$ cat src/rtl/mdu_stall_ctrl.sv
// MULT/DIV latency sequencer and D-stage stall merge for the pipeline around the MDU.
// Optional stall statistics counters are enabled by defining MDU_STALL_STAT_EN.
module mdu_stall_ctrl #(
  parameter int MULT_CYCLES = 5,
  parameter int DIV_CYCLES  = 10,
  parameter int CNT_W       = 4
) (
  input  logic             clk,
  input  logic             reset,
  input  logic             D_md_use,
  input  logic             D_stall_data,
  input  logic             E_mult_start,
  input  logic             E_div_start,
  output logic             mdu_busy,
  output logic             mdu_start,
  output logic             mdu_done,
  output logic [CNT_W-1:0] busy_cnt,
  output logic             stall,
  output logic             pc_en,
  output logic             fd_wren,
`ifdef MDU_STALL_STAT_EN
  output logic [31:0]      stall_cnt,
  output logic [31:0]      mdu_stall_cnt,
`endif
  output logic             de_flush
);

  typedef enum logic {IDLE, BUSY} state_t;

  state_t           state, state_next;
  logic [CNT_W-1:0] cnt_next;
  logic             done_next;
  logic             mdu_term;

  always_ff @(posedge clk or posedge reset) begin
    if (reset) begin
      state    <= IDLE;
      busy_cnt <= '0;
      mdu_done <= 1'b0;
    end else begin
      state    <= state_next;
      busy_cnt <= cnt_next;
      mdu_done <= done_next;
    end
  end

  // Div is checked first so it wins when both starts arrive together.
  always_comb begin
    state_next = state;
    cnt_next   = busy_cnt;
    done_next  = 1'b0;
    case (state)
      IDLE: begin
        if (E_div_start) begin
          cnt_next   = CNT_W'(DIV_CYCLES);
          state_next = BUSY;
        end else if (E_mult_start) begin
          cnt_next   = CNT_W'(MULT_CYCLES);
          state_next = BUSY;
        end
      end
      BUSY: begin
        if (busy_cnt == CNT_W'(1)) begin
          cnt_next   = '0;
          state_next = IDLE;
          done_next  = 1'b1;
        end else begin
          cnt_next = busy_cnt - CNT_W'(1);
        end
      end
      default: begin
        state_next = IDLE;
        cnt_next   = '0;
      end
    endcase
  end

  assign mdu_busy  = (state == BUSY);
  assign mdu_start = (E_mult_start | E_div_start) & (state == IDLE);

  // The start cycle already counts as busy so a dependent mfhi/mflo stalls at once.
  assign mdu_term  = D_md_use & (mdu_busy | mdu_start);
  assign stall     = D_stall_data | mdu_term;
  assign pc_en     = ~stall;
  assign fd_wren   = ~stall;
  assign de_flush  = stall;

`ifdef MDU_STALL_STAT_EN
  always_ff @(posedge clk or posedge reset) begin
    if (reset) begin
      stall_cnt     <= '0;
      mdu_stall_cnt <= '0;
    end else begin
      if (stall && (stall_cnt != 32'hFFFF_FFFF))
        stall_cnt <= stall_cnt + 32'd1;
      if (mdu_term && (mdu_stall_cnt != 32'hFFFF_FFFF))
        mdu_stall_cnt <= mdu_stall_cnt + 32'd1;
    end
  end
`endif

endmodule
$ cat config.mk
export PLATFORM = sky130hd
export DESIGN_NAME = mdu_stall_ctrl
export DESIGN_NICKNAME = d
export VERILOG_FILES = /design/src/rtl/mdu_stall_ctrl.sv
export SDC_FILE = /design/constraint.sdc
export NUM_CORES = 1
export LEC_CHECK = 0
export CAP_MARGIN = 20
export CORE_AREA = 3 3 40 42
export CTS_CLUSTER_DIAMETER = 100
export DETAILED_ROUTE_END_ITERATION = 12
export DIE_AREA = 0 0 43 45
export SYNTH_ARGS = -nofsm -noshare
export SYNTH_HDL_FRONTEND = slang
export SYNTH_SLANG_ARGS = --single-unit
$ cat constraint.sdc
create_clock -name clk -period 2.2 [get_ports clk]
set_input_delay 0.33 -clock clk [delete_from_list [all_inputs] [get_ports clk]]
set_output_delay 0.33 -clock clk [all_outputs]
set_load 0.02 [all_outputs]
==> flow_summary.toml <==
[pwr]
powerDensity_nw_per_um2 = 1330
leakage_nw = 0.279
worst_ir_drop_vdd_mv = 0.558
p_total_uw = 754

[logic_synthesis]
synth_warnings = 0
syn-num-nets = 44
ys_ff_latch = 6
syn_area_per_cell_um2 = 9.77
synth_seq_area_share = 0.427
syn_area_um2 = 352
synthCells = 36
synth_cell_types = 20

[layout]
final_common_cell = "clkdlybuf4s50_1"
final_nets = 66
mostFrequentLayoutCells = "clkdlybuf4s50_1, dfrtp_1"
drive_above_1_share = 0.179
syn_to_final_growth_pct = 60.9
diodes = 0
stdcell_count = 71
final_area_um2 = 566

[clocking]
insertion_delay_ns = 0.25
cts-buffers-inserted = 3
htreeDepth = 1
clk_pin_slew_ns = 0.05
clock_path_buffers = 2
cts_tree = "yes"
cts.sinks = 6
clockRootBuffer = "clkbuf_4"

[routing]
vias = 333
routedWlPerCell_um = 11.5
firstDrtPassIters = 2
routed_wl_um = 817
drt-initial-drc-count = 4
ant_nets = 0
post_drt_via_cell_ratio = 4.69
drcViolationCount = 0

[grt]
antenna_found_initial = 0
grt_pass1_vias = 314
globalRouteTotalUtil = 0.102
grt_pass1_wl_um = 1410
grt-ovfl-total = 0
grt_max_degree = 10

[placement]
io_buffers = 16
place_congestion = 0.693
dp_hpwl_um = 644
dpl_cell_area_um2 = 538
place_inst = 68

[sta]
worst_pin_slew_ns = 0.263
period_needed_ns = 2.05
setup_violations = 0
rsz0062_at_grt = "no"
slew_viol_final = 0
finalClockSkew_ns = 0.00747
holdWs_ns = 0.303
finalHoldViolations = 0
fmax_mhz = 489
slew_headroom = 0.824
setup_tns_ns = 0
min_period_over_period = 0.930

[floorplan]
die_h_um = 45
ios = 17
coreArea_um2 = 1280
die_area_um2 = 1940
start_util = 0.274
rows = 13
die_x_um = 43

[run_status]
status = "finished clean"

[worst_setup_path]
r2r_cells = 5
path_class = "in2out"
rrSetupSlack_ns = 0.90
cp_max_fo = 2
crit_arrival_ns = 1.72
critPathLaunchType = "input pin"
reg2reg_to = "busy_cnt[2]"
worst_setup_path_end_kind = "output port"
required_ns = 1.87
r2r_start = "busy_cnt[1]"

[min_path]
hp-class = "in2async"

[flow_run]
maxCapViolCount = 0
-- Yosys cell counts --
| cell | count | area, um2 |
|---|---|---|
| ha_1 | 2 | 25.0 |
| nor2b_1 | 1 | 6.26 |
| a221o_1 | 2 | 20.0 |
| dfrtp_1 | 6 | 150 |
| nor2_2 | 1 | 6.26 |
| a21o_1 | 1 | 7.51 |
| nor4b_2 | 1 | 15.0 |
| nand2_1 | 1 | 3.75 |
| inv_2 | 1 | 3.75 |
| nor2_1 | 3 | 11.3 |
| o21ai_0 | 3 | 15.0 |
| nor3_1 | 2 | 10.0 |
| nand2b_1 | 1 | 6.26 |
| or3_2 | 1 | 7.51 |
| inv_1 | 3 | 11.3 |
| o21bai_1 | 1 | 7.51 |
| a21oi_1 | 2 | 10.0 |
| buf_4 | 2 | 15.0 |
| mux2i_1 | 1 | 10.0 |
| and4b_1 | 1 | 10.0 |
-- how the worst max path moves through the flow --
stage	endpoint	cells after the start	slack [ns]	from
after detailed placement	fd_wren	5	0.04	E_div_start
after floorplan	pc_en	4	0.50	mdu_busy
after global placement	fd_wren	5	0.07	E_div_start
after global routing	stall	4	0.05	mdu_busy
final	stall	5	0.15	E_div_start
after CTS	fd_wren	5	0.04	E_div_start
-- layout make-up --
| class | count | area [um2] |
|---|---|---|
| clock buffer | 3 | 22.5 |
| sequential | 6 | 150 |
| inverter | 4 | 15.0 |
| timing repair buffer | 19 | 188 |
| tap | 15 | 18.8 |
| fill | 136 | 719 |
| multi-input combinational | 24 | 171 |
-- registers in the layout (all words and copies together), names as in the netlist --
| register | cells |
|---|---|
| busy_cnt | 4 |
| mdu_busy | 1 |
| mdu_done | 1 |
-- routing by layer --
metal  GRT usage  share of wire  up-vias
met3      0.0637          0.095        0
met4      0.0181              0        0
met2       0.153           0.45       12
met5           0              0        -
met1       0.127           0.45      153
li1            -              -      168
-- cells by family after synthesis --
| kind of cell | Yosys count | synth area share |
|---|---|---|
| compound gates | 9 | 0.171 |
| mux | 1 | 0.0285 |
| fa+ha+maj | 2 | 0.0712 |
| flops | 6 | 0.427 |
| simple gates | 12 | 0.217 |
| buf+inv | 6 | 0.0854 |
-- power breakdown --
group / switching [mW] / total, mW / internal [mW]
clock network: 0.0436 / 0.106 / 0.0620
logic: 0.202 / 0.418 / 0.216
registers: 0.0643 / 0.230 / 0.166
-- timing repair --
action,CTS,global route
setup endpoints to repair,0,2
hold buffers,0,0
buffers inserted,0,0
resized for setup,0,2
-- stage by stage --
step | worst slack, ns | util
2_1_floorplan | 0.495 | -
3_3_place_gp | 0.0691 | 0.419
3_5_place_dp | 0.0392 | 0.419
4_1_cts | 0.0374 | 0.436
5_1_grt | 0.0480 | 0.440
6_report | 0.153 | 0.440
-- worst max-delay path, stage by stage --
cell and delay (ns):
clkdlybuf4s50_1 0.43, nor2_1 0.15, nand2_1 0.08, a21o_1 0.19
clkdlybuf4s50_1 0.54
(Power assumes the default switching activity.)
